<file path="src/rtl/normalize_round_pack_pkg.sv">
// Shared types and helpers for the FP32 adder's normalize/round/pack stage.
// Holds the field widths, the FSM state encoding and the IEEE-754 packing helper.
package normalize_round_pack_pkg;

    localparam int FP_EXP_W  = 8;
    localparam int FP_MANT_W = 24;

    localparam logic [FP_EXP_W-1:0] EXP_MAX = 8'hFF;

    typedef enum logic [1:0] {
        IDLE  = 2'd0,
        NORM  = 2'd1,
        ROUND = 2'd2,
        DONE  = 2'd3
    } state_t;

    // Build the packed single from sign, biased exponent and fraction field.
    function automatic logic [FP_EXP_W+FP_MANT_W-1:0] pack_fp(
        input logic                  s,
        input logic [FP_EXP_W-1:0]   e,
        input logic [FP_MANT_W-2:0]  f
    );
        return {s, e, f};
    endfunction

endpackage

</file>
<file path="src/rtl/normalize_round_pack_rne_rounder.sv">
// Round-to-nearest-even increment on a normalised significand.
// A carry out of the top bit re-normalises the significand to 1.000...
module rne_rounder
    import normalize_round_pack_pkg::*;
#(
    parameter int MANT_W = FP_MANT_W
) (
    input  logic [MANT_W-1:0] mant,
    input  logic              guard,
    input  logic              rnd,
    input  logic              sticky,
    output logic [MANT_W-1:0] mant_rnd,
    output logic              mant_ovf
);

    logic              inc;
    logic [MANT_W:0]   sum;

    // Halfway cases (G=1, R=S=0) round up only when the LSB is odd.
    assign inc      = guard & (rnd | sticky | mant[0]);
    assign sum      = {1'b0, mant} + {{MANT_W{1'b0}}, inc};
    assign mant_ovf = sum[MANT_W];
    assign mant_rnd = mant_ovf ? {1'b1, {(MANT_W-1){1'b0}}} : sum[MANT_W-1:0];

endmodule

</file>
<file path="src/rtl/normalize_round_pack.sv">
// FP32 adder back end: iterative one-bit-per-cycle normalisation, RNE rounding
// and IEEE-754 packing, with overflow-to-Inf and flush-to-zero underflow.
module normalize_round_pack
    import normalize_round_pack_pkg::*;
#(
    parameter int EXP_W  = FP_EXP_W,
    parameter int MANT_W = FP_MANT_W
) (
    input  logic                    Clk,
    input  logic                    Reset,
    input  logic                    Load,
    input  logic                    S_In,
    input  logic [EXP_W-1:0]        E_In,
    input  logic [MANT_W-1:0]       M_In,
    input  logic                    Carry_In,
    input  logic                    guard_In,
    input  logic                    round_In,
    input  logic                    sticky_In,
    output logic [EXP_W+MANT_W-1:0] Result,
    output logic                    Done,
    output logic                    Busy,
    output logic                    Overflow,
    output logic                    Underflow
);

    // One extra exponent bit so a rounding carry past the max exponent is visible.
    localparam logic [EXP_W:0] EXP_SAT = {1'b0, {EXP_W{1'b1}}};
    localparam logic [EXP_W:0] EXP_ONE = {{EXP_W{1'b0}}, 1'b1};

    state_t                  state, state_nxt;
    logic [MANT_W-1:0]       mant, mant_nxt, mant_rnd;
    logic                    guard, guard_nxt;
    logic                    rnd, rnd_nxt;
    logic                    sticky, sticky_nxt;
    logic                    carry, carry_nxt;
    logic                    sign, sign_nxt;
    logic [EXP_W:0]          expo, expo_nxt, expo_rnd;
    logic                    mant_ovf;
    logic [EXP_W+MANT_W-1:0] result_nxt;
    logic                    done_nxt, busy_nxt, ovf_nxt, unf_nxt;
    logic                    is_zero;

    rne_rounder #(.MANT_W(MANT_W)) u_rnd (
        .mant     (mant),
        .guard    (guard),
        .rnd      (rnd),
        .sticky   (sticky),
        .mant_rnd (mant_rnd),
        .mant_ovf (mant_ovf)
    );

    assign expo_rnd = expo + {{EXP_W{1'b0}}, mant_ovf};
    assign is_zero  = !carry && (mant == '0) && !guard && !rnd && !sticky;

    always_comb begin
        state_nxt  = state;
        mant_nxt   = mant;
        guard_nxt  = guard;
        rnd_nxt    = rnd;
        sticky_nxt = sticky;
        carry_nxt  = carry;
        sign_nxt   = sign;
        expo_nxt   = expo;
        result_nxt = Result;
        done_nxt   = Done;
        busy_nxt   = Busy;
        ovf_nxt    = Overflow;
        unf_nxt    = Underflow;

        case (state)
            IDLE, DONE: begin
                if (Load) begin
                    state_nxt  = NORM;
                    mant_nxt   = M_In;
                    guard_nxt  = guard_In;
                    rnd_nxt    = round_In;
                    sticky_nxt = sticky_In;
                    carry_nxt  = Carry_In;
                    sign_nxt   = S_In;
                    expo_nxt   = {1'b0, E_In};
                    done_nxt   = 1'b0;
                    busy_nxt   = 1'b1;
                    ovf_nxt    = 1'b0;
                    unf_nxt    = 1'b0;
                end
            end

            NORM: begin
                if (is_zero) begin
                    // Exact cancellation always yields +0.
                    result_nxt = '0;
                    done_nxt   = 1'b1;
                    busy_nxt   = 1'b0;
                    state_nxt  = DONE;
                end else if (carry) begin
                    mant_nxt   = {1'b1, mant[MANT_W-1:1]};
                    guard_nxt  = mant[0];
                    rnd_nxt    = guard;
                    sticky_nxt = rnd | sticky;
                    carry_nxt  = 1'b0;
                    expo_nxt   = expo + EXP_ONE;
                    state_nxt  = ROUND;
                end else if (!mant[MANT_W-1]) begin
                    if (expo == EXP_ONE) begin
                        result_nxt = {sign, {(EXP_W+MANT_W-1){1'b0}}};
                        unf_nxt    = 1'b1;
                        done_nxt   = 1'b1;
                        busy_nxt   = 1'b0;
                        state_nxt  = DONE;
                    end else begin
                        mant_nxt  = {mant[MANT_W-2:0], guard};
                        guard_nxt = rnd;
                        rnd_nxt   = 1'b0;
                        expo_nxt  = expo - EXP_ONE;
                    end
                end else begin
                    state_nxt = ROUND;
                end
            end

            ROUND: begin
                mant_nxt  = mant_rnd;
                expo_nxt  = expo_rnd;
                done_nxt  = 1'b1;
                busy_nxt  = 1'b0;
                state_nxt = DONE;
                if (expo_rnd >= EXP_SAT) begin
                    result_nxt = pack_fp(sign, EXP_MAX, '0);
                    ovf_nxt    = 1'b1;
                end else begin
                    result_nxt = pack_fp(sign, expo_rnd[EXP_W-1:0], mant_rnd[MANT_W-2:0]);
                end
            end

            default: state_nxt = IDLE;
        endcase
    end

    always_ff @(posedge Clk) begin
        if (Reset) begin
            state     <= IDLE;
            mant      <= '0;
            guard     <= 1'b0;
            rnd       <= 1'b0;
            sticky    <= 1'b0;
            carry     <= 1'b0;
            sign      <= 1'b0;
            expo      <= '0;
            Result    <= '0;
            Done      <= 1'b0;
            Busy      <= 1'b0;
            Overflow  <= 1'b0;
            Underflow <= 1'b0;
        end else begin
            state     <= state_nxt;
            mant      <= mant_nxt;
            guard     <= guard_nxt;
            rnd       <= rnd_nxt;
            sticky    <= sticky_nxt;
            carry     <= carry_nxt;
            sign      <= sign_nxt;
            expo      <= expo_nxt;
            Result    <= result_nxt;
            Done      <= done_nxt;
            Busy      <= busy_nxt;
            Overflow  <= ovf_nxt;
            Underflow <= unf_nxt;
        end
    end

endmodule

</file>
<file path="config.mk">
export PLATFORM = sky130hd
export DESIGN_NAME = normalize_round_pack
export DESIGN_NICKNAME = d
export VERILOG_FILES = /design/src/rtl/normalize_round_pack_pkg.sv /design/src/rtl/normalize_round_pack_rne_rounder.sv /design/src/rtl/normalize_round_pack.sv
export SDC_FILE = /design/constraint.sdc
export NUM_CORES = 1
export LEC_CHECK = 0
export CAP_MARGIN = 30
export CORE_UTILIZATION = 54
export CTS_CLUSTER_DIAMETER = 40
export CTS_CLUSTER_SIZE = 25
export DETAILED_ROUTE_END_ITERATION = 7
export PLACE_DENSITY = 0.8
export SLEW_MARGIN = 20
export SYNTH_ARGS = -nofsm -noshare
export SYNTH_HDL_FRONTEND = slang
export SYNTH_SLANG_ARGS = --single-unit
</file>
<file path="constraint.sdc">
create_clock -name Clk -period 4.2 [get_ports Clk]
set_input_delay 0.42 -clock Clk [delete_from_list [all_inputs] [get_ports Clk]]
set_output_delay 0.42 -clock Clk [all_outputs]
set_load 0.05 [all_outputs]
</file>
* Yosys cells after proc, flatten, opt, wreduce, memory -nomap -nowiden
Index checks and enable logic that the tools add are counted.
Cells by class: bitwise operators 3, reduce and logical (&&, ||, !) cells 25, magnitude comparators 1, eq/ne operators 17, muxes and demuxes 60, $add $sub $neg 4
Operators with widths (count):
- $mux 24 | 6
- $mux 32 | 4
- $pmux 24 s3 | 1
- $pmux 32 s2 | 1
- $mux 9 | 5
- $mux 31 | 1
- $mux 1 | 27
- $pmux 9 s3 | 1
- $add 24x1->25 | 1
- $logic_not 24->1 | 1
- $reduce_and 4->1 | 4
- $ne 3x3->1 const B | 5
- $ne 2x2->1 const B | 7
- $pmux 1 s2 | 6
- $mux 2 | 5
- $add 9x1->9 | 1
- $add 9x1->9 const B | 1
- $eq 9x1->1 const B | 1
- $ge 9x8->1 const B | 1
- $sub 9x1->9 const B | 1
- $pmux 1 s3 | 2
- $pmux 2 s3 | 1
- $reduce_and 2->1 | 3
- $reduce_and 3->1 | 2
- other kinds (12) | 22
Storage, ports and cells: bits of input ports 40, register bits after elaboration 76, word-level logic and storage cells 124

* Logic depth before layout (Yosys ltp)
Gate-level depths: netlist of run 1.
depth in word-level cells 8, mapped depth 14, gate-level depth less buffers 12

* Modules after synthesis
From an unflattened synthesis of run 1, not the netlist that was laid out.
Second synthesis, totals: cell total of the unflattened synthesis 634, area, all modules 4815.9 um2
Modules (own cells, without submodules):
- normalize_round_pack | area an instance 4164.0 um2, cells each 526, times used 1, sequential area each 1521.5 um2
- rne_rounder | area an instance 651.9 um2, cells each 108, times used 1, sequential area each 0.0 um2

* Worst setup path before layout of run 1
Ideal clock, no wire load.
kind reg-to-reg, start point reg mant[17], end point reg Result[1], data required time 4.083 ns, setup slack 1.269 ns, data arrival time 2.814 ns, clock period less this slack 2.931 ns, stages on the path, launching flop included 14, library setup time 0.117 ns, path through dfxtp_1 clkbuf_1 nand3_1 nor3_2 inv_1 nor4_1 ha_1 ha_1 inv_1 nor4_1 nor4_1 and3_1 buf_2 a32o_1
Between the ends: longest elaborated chain between the ends 7, elaborated cells between the ends (all ways) 16, classes of those cells add/sub: 2; order compare: 1; eq/ne: 3; mux: 4; reduce/logical: 6
Ends and longest elaborated chain:
- start, declared | RTL line normalize_round_pack.sv:31 | logic [MANT_W-1:0] mant, mant_nxt, mant_rnd;
- start signal, assigned | RTL line normalize_round_pack.sv:156 | mant <= mant_nxt;
- parallel branches: the longest is 7 deep, another holds $add 24x1->25
- end signal, assigned | RTL line normalize_round_pack.sv:163 | Result <= result_nxt;
- end, declared | RTL line normalize_round_pack.sv:19 | output logic [EXP_W+MANT_W-1:0] Result,
Parallel ways; which one is timed is not known. A chain may end at the register's enable or synchronous reset.

* Worst setup path in the final report of run 1
start point reg mant[9], end point reg Result[4]
Same word-level chain as after synthesis.

==> flow_metrics.env, run 1 <==
export IMPL_endpoint_kind="flip-flop"
export IMPL_dp_hpwl_um=9710
export IMPL_fp_dieW_um=96.12
export IMPL_slew_headroom_pct=32.47
export IMPL_min_from="Result[28]"
export IMPL_hold_buffers=0
export IMPL_grt_usage_pct=32.43
export IMPL_fin_setup_tns_ps=0
export IMPL_clock_latency_ps=370
export IMPL_critPathKind="flip-flop to flip-flop"
export IMPL_fill_cells=729
export IMPL_drv_slew=0
export IMPL_drtPass1Iterations=5
export IMPL_critPathLaunchType="flip-flop"
export IMPL_cpMostUsedCell="inv_1"
export IMPL_area_growth_pct=18.07
export IMPL_synth_ff_type="dfxtp_1"
export IMPL_postSynthCellCount=597
export IMPL_fp_dieArea_mm2=0.009238
export IMPL_synth_compound_area_share_pct=24.95
export IMPL_remaining_drc_errors=0
export IMPL_fmax_ghz=0.2837
export IMPL_vias=4852
export IMPL_p_leak_nw=1.928
export IMPL_wl_per_cell_um=19.41
export IMPL_h_tree_depth=3
export IMPL_finalHoldViolations=0
export IMPL_die_height_um=96.12
export IMPL_critical_path_slowest_cell="dfxtp_1"
export IMPL_max_stage_delay_ps=540
export IMPL_fin_cells=739
export IMPL_cts_sink_count=76
export IMPL_layout_drive_gt1_share_pct=6.309
export IMPL_syn_avg_cell_area_um2=8.012
export IMPL_numPlacedInstances=723
export IMPL_ant_nets=0
export IMPL_synthAdderAreaFrac_pct=2.093
export IMPL_cts_buffer_depth=2
export IMPL_post_route_min_period_ps=3525
export IMPL_antenna_cells=0
export IMPL_drt_iter0_drc=465
export IMPL_placement_rows=33
export IMPL_synthMuxAreaShare_pct=2.720
export IMPL_synth_cell_types=65
export IMPL_grt_pass1_vias=4292
export IMPL_postCtsSetupRepairBufs=0
export IMPL_viasPerCell=6.566
export IMPL_clk_pin_slew_ps=80
export IMPL_port_buffers=75
export IMPL_grt_setup_unrepaired="false"
export IMPL_start_util_pct=57.07
export IMPL_hp_class="flip-flop to flip-flop"
export IMPL_ys_seq_area_share_pct=31.81
export IMPL_async_flop_share_pct=0
export IMPL_setup_worst_path_start="mant[9]"
export IMPL_synth_enable_flop_cells=0
export IMPL_cts_tree="done"
export IMPL_grt_max_degree=45
export IMPL_cts_root_buf="clkbuf_8"
export IMPL_critical_path_arrival_ps=3820
export IMPL_grt_antenna_before_repair=0
export IMPL_gp_congestion=0.9166
export IMPL_nets=677
export IMPL_tightest_slew_ps=1011
export IMPL_setup_viol=0
export IMPL_numCtsBuffers=9
export IMPL_skew_ps=11.40
export IMPL_synth_xor_xnor_area_share_pct=5.859
export IMPL_ys_seq_elements=76
export IMPL_hold_ws_ps=451.8
export IMPL_yosysWarnings=0
export IMPL_reg2reg_from="mant[9]"
export IMPL_ir_drop_mv=0.6839
export IMPL_period_share_pct=83.92
export IMPL_cts_resized=0
export IMPL_crit_required_ps=4500
export IMPL_maxCapViolCount=0
export IMPL_fp_coreArea_mm2=0.008382
export IMPL_routed_wl_um=14340
export IMPL_p_per_area_mw_per_mm2=809.4
export IMPL_io_pins=76
export IMPL_critPathMaxFanout=20
export IMPL_grt_pass1_wl_um=22800
export IMPL_synth_top_family_by_area="compound AO/OA/AOI/OAI gates"
export IMPL_yosys_area_share_simple_pct=24.74
export IMPL_outcome="finished, final reports clean"
export IMPL_critical_path_cell_chain="nand4_1 -> nor3_2 -> inv_1 -> nor4_1 -> ha_1 -> ha_1 -> inv_1 -> o31a_1 -> nor4_1 -> and3_1 -> buf_4 -> inv_1 -> o2bb2ai_1"
export IMPL_synth_cell_area_mm2=0.004783
export IMPL_gr_total_overflow=0
export IMPL_synth_net_count=645
registers in the layout, indices dropped and copies added, names as in the netlist, 2 cells and up:
name and flops:
mant 24, Result 32, state 2, expo 9
stage by stage:
step | setup slack [ps] | power, mW | utilization, % | area (µm²)
after floorplan | 1269 | 3.284 | - | 4783
after global placement | 827.4 | 3.847 | 64.86 | 5436
after detailed placement | 716.0 | 3.898 | 64.86 | 5436
after CTS | 690.8 | 4.517 | 67.38 | 5648
after global routing | 259.4 | 4.856 | 67.38 | 5648
final | 675.2 | 4.571 | 67.38 | 5648
cells in the mapped netlist, types with 9 or more instances:
| cell type | n | area share (%) |
|---|---|---|
| xnor2_1 | 24 | 4.4 |
| nor3_1 | 18 | 1.9 |
| nor4_1 | 25 | 3.3 |
| nand2_1 | 60 | 4.7 |
| a22o_1 | 22 | 4.0 |
| a21oi_1 | 29 | 3.0 |
| o21ai_0 | 22 | 2.3 |
| nand2b_1 | 9 | 1.2 |
| dfxtp_1 | 76 | 32 |
| a211oi_1 | 18 | 2.8 |
| nor2_1 | 47 | 3.7 |
| nand3_1 | 27 | 2.8 |
| mux2i_1 | 13 | 2.7 |
| clkbuf_1 | 25 | 2.0 |
| inv_1 | 17 | 1.3 |
| buf_2 | 30 | 3.1 |
| a32o_1 | 9 | 1.9 |
| nand4_1 | 12 | 1.6 |
layout make-up:
type | instances | area (µm²) | share of cell area [%]
multi-input cells | 440 | 2899 | 51.33
flip-flops and latches | 76 | 1521 | 26.94
repair buffers | 85 | 820.8 | 14.53
clock buffers | 11 | 151.4 | 2.681
well taps | 105 | 131.4 | 2.326
inverters | 17 | 63.81 | 1.130
clock inverters | 5 | 60.06 | 1.063
worst max-delay path, delay by kind of cell (launching register included):
family	cells	cell delay [ps]
AO/OA/AOI/OAI	2	460
buffers and inverters	4	540
AND/OR/NAND/NOR	5	1430
flip-flops	1	540
adder cells (fa/ha/maj)	2	500
path summary, 6_finish.rpt:
check	end	slack [ps]	cells after the start
min	Result[28]	450	2
max	Result[4]	680	13
min reg2reg	Result[28]	450	2
max reg2reg	Result[4]	680	13
where the power goes:
| group | switching (mW) | internal [mW] |
|---|---|---|
| registers | 0.437 | 0.945 |
| logic | 1.63 | 0.958 |
| clock network | 0.296 | 0.308 |
| total | 2.36 | 2.21 |
layout by cell type (no fill, tap or decap), drive strengths merged, types with 13 or more instances in the layout:
cell / n
nand2: 61
nand3: 27
a211oi: 18
clkdlybuf4s50: 74
mux2i: 13
o21ai: 22
dfxtp: 76
inv: 17
nor3: 20
xnor2: 24
nor4: 27
nor2: 47
nand4: 13
a21oi: 30
a22o: 22
kinds of logic after synthesis:
logic type | count (synthesis)
and+or+nand+nor | 229
AOI/OAI and AO/OA | 158
buffers and inverters | 81
DFF | 76
xor gates and xnor gates | 32
muxes | 13
adders and majority gates | 8
per-layer routing:
layer / track usage, % / routed length [µm]
met1: 48.87 / 6617
met2: 46.16 / 6143
met3: 6.003 / 1376
met4: 9.577 / 203
met5: 0 / 0
No activity file was read; power rests on OpenSTA's default activity.
==> inputs of run 2 (changes only) <==
--- a/config.mk
+++ b/config.mk
@@ -6,11 +6,11 @@
 export NUM_CORES = 1
 export LEC_CHECK = 0
 export CAP_MARGIN = 30
-export CORE_UTILIZATION = 54
+export CORE_UTILIZATION = 49
 export CTS_CLUSTER_DIAMETER = 40
 export CTS_CLUSTER_SIZE = 25
 export DETAILED_ROUTE_END_ITERATION = 7
-export PLACE_DENSITY = 0.8
+export PLACE_DENSITY = 0.77
 export SLEW_MARGIN = 20
 export SYNTH_ARGS = -nofsm -noshare
 export SYNTH_HDL_FRONTEND = slang
==> constraint.sdc (replaced) <==
create_clock -name Clk -period 2.9 [get_ports Clk]
set_input_delay 0.29 -clock Clk [delete_from_list [all_inputs] [get_ports Clk]]
set_output_delay 0.29 -clock Clk [all_outputs]
set_load 0.05 [all_outputs]
==> run 2 against run 1 <==
- utilization up 1.0 points
- final area up 13%
- sequential share of layout area down 3.0 points
- cell count up 12%
- clock-buffer cell count down 1
- largest cell class unchanged
- highest routed layer unchanged
==> flow_metrics.env, run 2 (same netlist as run 1, synthesis figures left out) <==
export IMPL_ir_drop_mv=1.090
export IMPL_post_dp_cell_area_mm2=0.005899
export IMPL_holdPathEnd="Done"
export IMPL_period_share_pct=98.87
export IMPL_grt_pass1_wl_um=25310
export IMPL_numCtsBuffers=9
export IMPL_clock_latency_ps=360
export IMPL_vias=5185
export IMPL_drtPass1Iterations=5
export IMPL_die_height_um=100.8
export IMPL_final_area_mm2=0.006380
export IMPL_start_util_pct=51.28
export IMPL_setup_viol=0
export IMPL_drt_iter0_drc=452
export IMPL_layout_commonest_cell="clkdlybuf4s50_1"
export IMPL_critPathMaxFanout=5
export IMPL_fp_dieW_um=100.8
export IMPL_cts_sink_count=76
export IMPL_skew_ps=13.87
export IMPL_endpoint_kind="flip-flop"
export IMPL_io_pins=76
export IMPL_max_stage_delay_ps=340
export IMPL_largest_register_ffs=32
export IMPL_fp_dieArea_mm2=0.01016
export IMPL_grt_max_degree=41
export IMPL_critPathKind="flip-flop to flip-flop"
export IMPL_top_regs="Result (32), mant (24), expo (9)"
export IMPL_maxCapViolCount=0
export IMPL_fin_setup_tns_ps=0
export IMPL_p_leak_nw=2.304
export IMPL_grt_pass1_vias=4990
export IMPL_hold_path_depth=2
export IMPL_fill_cells=787
export IMPL_area_growth_pct=33.38
export IMPL_largest_register="Result"
export IMPL_routed_wl_um=15870
export IMPL_grt_setup_unrepaired="true"
export IMPL_hold_buffers=0
export IMPL_post_route_min_period_ps=2867
export IMPL_layout_drive_gt1_share_pct=18.54
export IMPL_crit_required_ps=3180
export IMPL_ant_nets=0
export IMPL_hold_ws_ps=395.6
export IMPL_critical_path_slowest_cell="dfxtp_1"
export IMPL_antenna_cells=0
export IMPL_cts_buffer_depth=2
export IMPL_placement_rows=35
export IMPL_clk_pin_slew_ps=90
export IMPL_critical_path_arrival_ps=3150
export IMPL_fp_coreArea_mm2=0.009328
export IMPL_cts_tree="done"
export IMPL_cts_root_buf="clkbuf_8"
export IMPL_wl_per_cell_um=19.12
export IMPL_viasPerCell=6.247
export IMPL_h_tree_depth=3
export IMPL_min_from="Reset"
export IMPL_fin_cells=830
export IMPL_port_buffers=75
export IMPL_grt_usage_pct=32.00
export IMPL_fmax_ghz=0.3488
export IMPL_r2r_slack_ps=30
export IMPL_outcome="finished, final reports clean"
export IMPL_critical_path_cell_chain="and2_4 -> ha_2 -> nand4_1 -> buf_4 -> buf_4 -> buf_4 -> buf_4 -> buf_4 -> buf_4 -> buf_4 -> buf_4 -> nor2_4 -> and4_1 -> o21ai_0 -> a221o_1 -> a21oi_1"
export IMPL_grt_util_met2_pct=48.26
export IMPL_finalHoldViolations=0
export IMPL_r2r_end="mant[22]"
export IMPL_slew_headroom_pct=42.54
export IMPL_grtUsageMet1_pct=45.99
export IMPL_critPathLaunchType="flip-flop"
export IMPL_tightest_slew_ps=854.2
export IMPL_remaining_drc_errors=0
export IMPL_grt_antenna_before_repair=0
export IMPL_dp_hpwl_um=10780
export IMPL_gp_congestion=0.9533
export IMPL_p_per_area_mw_per_mm2=1143
export IMPL_drv_slew=0
export IMPL_final_cell_mix="clkdlybuf4s50_1 (74), dfxtp_1 (72), buf_4 (72)"
export IMPL_hp_class="input port to flip-flop"
export IMPL_numPlacedInstances=799
export IMPL_gr_total_overflow=0
export IMPL_grt_use_met3_pct=4.924
export IMPL_r2r_cells=16
export IMPL_nets=744
export IMPL_reg2reg_from="mant[0]"
export IMPL_cpMostUsedCell="buf_4"
export IMPL_busiest_layer="met2"
[run 2: cell types whose count changed in the layout (fill, tap and decap cells not counted), moves of 3 or more]
cell     before  now
buf_12        0    4
ha_1          8    5
dfxtp_1      76   72
buf_4        10   72
dfxtp_2       0    4
nor4_1       25   22
[run 2: through the flow]
stage / total power [mW] / worst slack, ps / util [%]
3_3_place_gp: 6.018 / 28.42 / 63.25
3_5_place_dp: 6.110 / -155.1 / 63.25
4_1_cts: 7.113 / 30.65 / 66.96
6_report: 7.295 / 32.90 / 68.40
5_1_grt: 7.738 / -83.06 / 68.40
2_1_floorplan: 4.757 / 4.221 / -
[run 2: worst max path at each step]
stage,startpoint,to,slack [ps],cells after the start
after floorplan,mant[17],Result[27],4,13
after global placement,mant[12],Result[18],30,14
after detailed placement,mant[12],Result[4],-160,14
after CTS,guard,Result[4],30,14
after global routing,mant[9],Result[19],-80,13
final,mant[0],mant[22],30,16
[run 2: area by class of cell]
cell class              instances  area (µm²)  area share [%]
clock buffers                  10       127.6           2.000
clock inverters                 6       88.84           1.392
inverters                      17       71.32           1.118
multi-input cells             440        3013           47.22
flip-flops and latches         76        1526           23.93
well taps                     129       161.4           2.530
repair buffers                152        1391           21.81
[run 2: critical path: cells and delay by family (launching register included)]
kind	cells	cell delay, ps
AND/OR/NAND/NOR	4	660
buffers and inverters	8	1060
adder cells (fa/ha/maj)	1	170
AO/OA/AOI/OAI	3	570
flip-flops	1	340
[run 2: report_power, final]
group / leakage [nW] / internal [mW] / switching [mW] / total (mW)
sequential: 0.624 / 1.37 / 0.266 / 1.64
combinational: 1.58 / 1.84 / 2.89 / 4.73
clock: 0.102 / 0.485 / 0.436 / 0.921
total: 2.30 / 3.70 / 3.60 / 7.30
[run 2: metal layers]
layer,vias up,share of wire [%]
met5,-,0
met4,0,2.3
met3,35,8.8
met2,290,44
met1,2451,45
li1,2409,-
[run 2: timing repair]
item	CTS	global route
cloned	1	1
gates resized for setup	12	21
endpoints found under the hold margin	0	0
buffers inserted	8	6
pin swaps	7	18
setup endpoints to repair	31	37
==> inputs of run 3 (changes only) <==
--- a/config.mk
+++ b/config.mk
@@ -10,7 +10,9 @@
 export CTS_CLUSTER_DIAMETER = 40
 export CTS_CLUSTER_SIZE = 25
 export DETAILED_ROUTE_END_ITERATION = 7
+export MAX_ROUTING_LAYER = met4
 export PLACE_DENSITY = 0.77
+export SETUP_SLACK_MARGIN = 0.3
 export SLEW_MARGIN = 20
 export SYNTH_ARGS = -nofsm -noshare
 export SYNTH_HDL_FRONTEND = slang
==> run 3 against run 2 <==
- clock power up 6.1%
- worst hold slack better by 14 ps
- non-clock buffer count down 1
- clock skew up 1.2 ps
- maximum frequency up 2.1%
- global-route usage up 3.0 points
- largest cell class unchanged
- largest power group unchanged
==> flow_metrics.env, run 3 (same netlist as run 1, synthesis figures left out) <==
export IMPL_fp_coreArea_mm2=0.009328
export IMPL_die_height_um=100.8
export IMPL_grt_setup_unrepaired="true"
export IMPL_wl_per_cell_um=20.26
export IMPL_r2r_cells=12
export IMPL_port_buffers=75
export IMPL_cts_root_buf="clkbuf_8"
export IMPL_grt_usage_pct=34.99
export IMPL_reg2reg_from="guard"
export IMPL_grt_antenna_before_repair=0
export IMPL_start_util_pct=51.28
export IMPL_setup_viol=0
export IMPL_p_per_area_mw_per_mm2=1156
export IMPL_critical_path_cell_chain="and2_4 -> ha_4 -> nand4_1 -> nor4_4 -> ha_2 -> ha_4 -> inv_4 -> o31a_1 -> nor4_4 -> buf_4 -> and3_4 -> a32o_1"
export IMPL_dp_hpwl_um=11330
export IMPL_drv_slew=0
export IMPL_ir_drop_mv=1.510
export IMPL_final_cell_mix="clkdlybuf4s50_1 (74), buf_4 (74), dfxtp_1 (69)"
export IMPL_slew_headroom_pct=51.63
export IMPL_layout_setup_ws_ps=92.56
export IMPL_max_stage_delay_ps=340
export IMPL_routed_wl_um=16830
export IMPL_cts_sink_count=76
export IMPL_p_sw_mw=3.774
export IMPL_viasPerCell=6.319
export IMPL_drt_iter0_drc=403
export IMPL_tightest_slew_ps=719.1
export IMPL_numCtsBuffers=9
export IMPL_area_growth_pct=36.54
export IMPL_gp_congestion=0.9809
export IMPL_pwr_share_clk_pct=12.9
export IMPL_critical_path_arrival_ps=3110
export IMPL_fill_cells=760
export IMPL_maxCapViolCount=0
export IMPL_critPathKind="flip-flop to flip-flop"
export IMPL_grt_pass1_vias=5014
export IMPL_nets=745
export IMPL_largest_register_ffs=32
export IMPL_switching_share_pct=49.97
export IMPL_layout_drive_gt1_share_pct=22.08
export IMPL_fmax_ghz=0.3562
export IMPL_post_route_min_period_ps=2807
export IMPL_vias=5251
export IMPL_critPathLaunchType="flip-flop"
export IMPL_critical_path_slowest_cell="o31a_1"
export IMPL_antenna_cells=0
export IMPL_clk_pin_slew_ps=90
export IMPL_period_share_pct=96.81
export IMPL_fp_dieArea_mm2=0.01016
export IMPL_dp_slack_ps=-38.34
export IMPL_endpoint_kind="flip-flop"
export IMPL_fp_dieW_um=100.8
export IMPL_p_int_mw=3.778
export IMPL_power_total_mw=7.552
export IMPL_outcome="finished, final reports clean"
export IMPL_hold_buffers=0
export IMPL_hp_class="input port to flip-flop"
export IMPL_ant_nets=0
export IMPL_grt_max_degree=38
export IMPL_crit_required_ps=3200
export IMPL_skew_ps=15.03
export IMPL_io_pins=76
export IMPL_seq_power_share_pct=22.3
export IMPL_h_tree_depth=3
export IMPL_regArea_mm2=0.001530
export IMPL_grt_pass1_wl_um=26340
export IMPL_cts_tree="done"
export IMPL_clock_latency_ps=370
export IMPL_drtPass1Iterations=5
export IMPL_placement_rows=35
export IMPL_critPathMaxFanout=5
export IMPL_finalHoldViolations=0
export IMPL_min_from="Reset"
export IMPL_pwr_share_comb_pct=64.7
export IMPL_hold_ws_ps=409.5
export IMPL_r2r_slack_ps=90
export IMPL_cts_buffer_depth=2
export IMPL_gr_total_overflow=0
export IMPL_top_regs="Result (32), mant (24), expo (9)"
export IMPL_hold_path_depth=2
export IMPL_holdPathEnd="carry"
export IMPL_multiInputGateArea_mm2=0.003203
export IMPL_remaining_drc_errors=0
export IMPL_p_leak_nw=2.350
export IMPL_r2r_end="Result[19]"
export IMPL_largest_register="Result"
==> run 3: layout make-up <==
class                   instances  area share (%)
clock buffers                  11           2.318
clock inverters                 5           1.284
inverters                      17           1.054
multi-input cells             442           49.04
flip-flops and latches         76           23.43
well taps                     129           2.471
repair buffers                151           20.40
==> run 3: per-layer routing <==
metal  vias to the layer above  share of wire (%)  global-route usage (%)  routed length [µm]
li1                       2415                  -                       -                   -
met1                      2505                 44                   46.67                7364
met2                       301                 46                   53.85                7733
met3                        30                8.3                   4.785                1391
met4                         0                2.0                   13.38                 342
met5                         -                  0                       -                   0
==> run 3: stage by stage <==
| step | TNS [ps] | utilization (%) | instance area [µm²] | cells |
|---|---|---|---|---|
| after floorplan | 0 | - | 4932 | 597 |
| after global placement | 0 | 63.09 | 5884 | 791 |
| after detailed placement | -150.0 | 63.09 | 5884 | 791 |
| after CTS | 0 | 67.58 | 6304 | 819 |
| after global routing | 0 | 70.02 | 6531 | 831 |
| final | 0 | 70.02 | 6531 | 831 |
==> run 3: worst max-delay path by stage <==
stage	cells after the start	end	slack, ps	from
floorplan	14	Result[14]	290	mant[12]
global placement	11	Result[15]	120	mant[0]
detailed placement	12	Result[4]	-40	mant[0]
CTS	13	Result[4]	180	mant[12]
global route	13	Result[14]	20	mant[0]
finish	12	Result[19]	90	guard
==> run 3: power by group through the flow <==
| stage | clock, mW | combinational, mW | sequential [mW] |
|---|---|---|---|
| after CTS | 0.977 | 4.60 | 1.67 |
| after global placement | 0 | 4.40 | 1.67 |
| after floorplan | 0 | 3.07 | 1.82 |
| after detailed placement | 0 | 4.46 | 1.68 |
| after global routing | 1.02 | 5.24 | 1.73 |
| final | 0.977 | 4.89 | 1.69 |
==> run 3: what timing repair did <==
action                                  4_1_cts  5_1_grt
gates cloned                                  2        0
setup buffers                                10       12
resized for setup                            21       29
endpoints found under the hold margin         0        0
pin swaps                                     5       19
endpoints found under the setup margin       33       53
==> run 3: worst max-delay path: cells and delay by family, from the launching register on <==
kind	cells	cell delay, ps
flip-flops	1	330
AND/OR/NAND/NOR	5	1060
AO/OA/AOI/OAI	2	520
adder cells (fa/ha/maj)	3	600
buffers and inverters	2	230
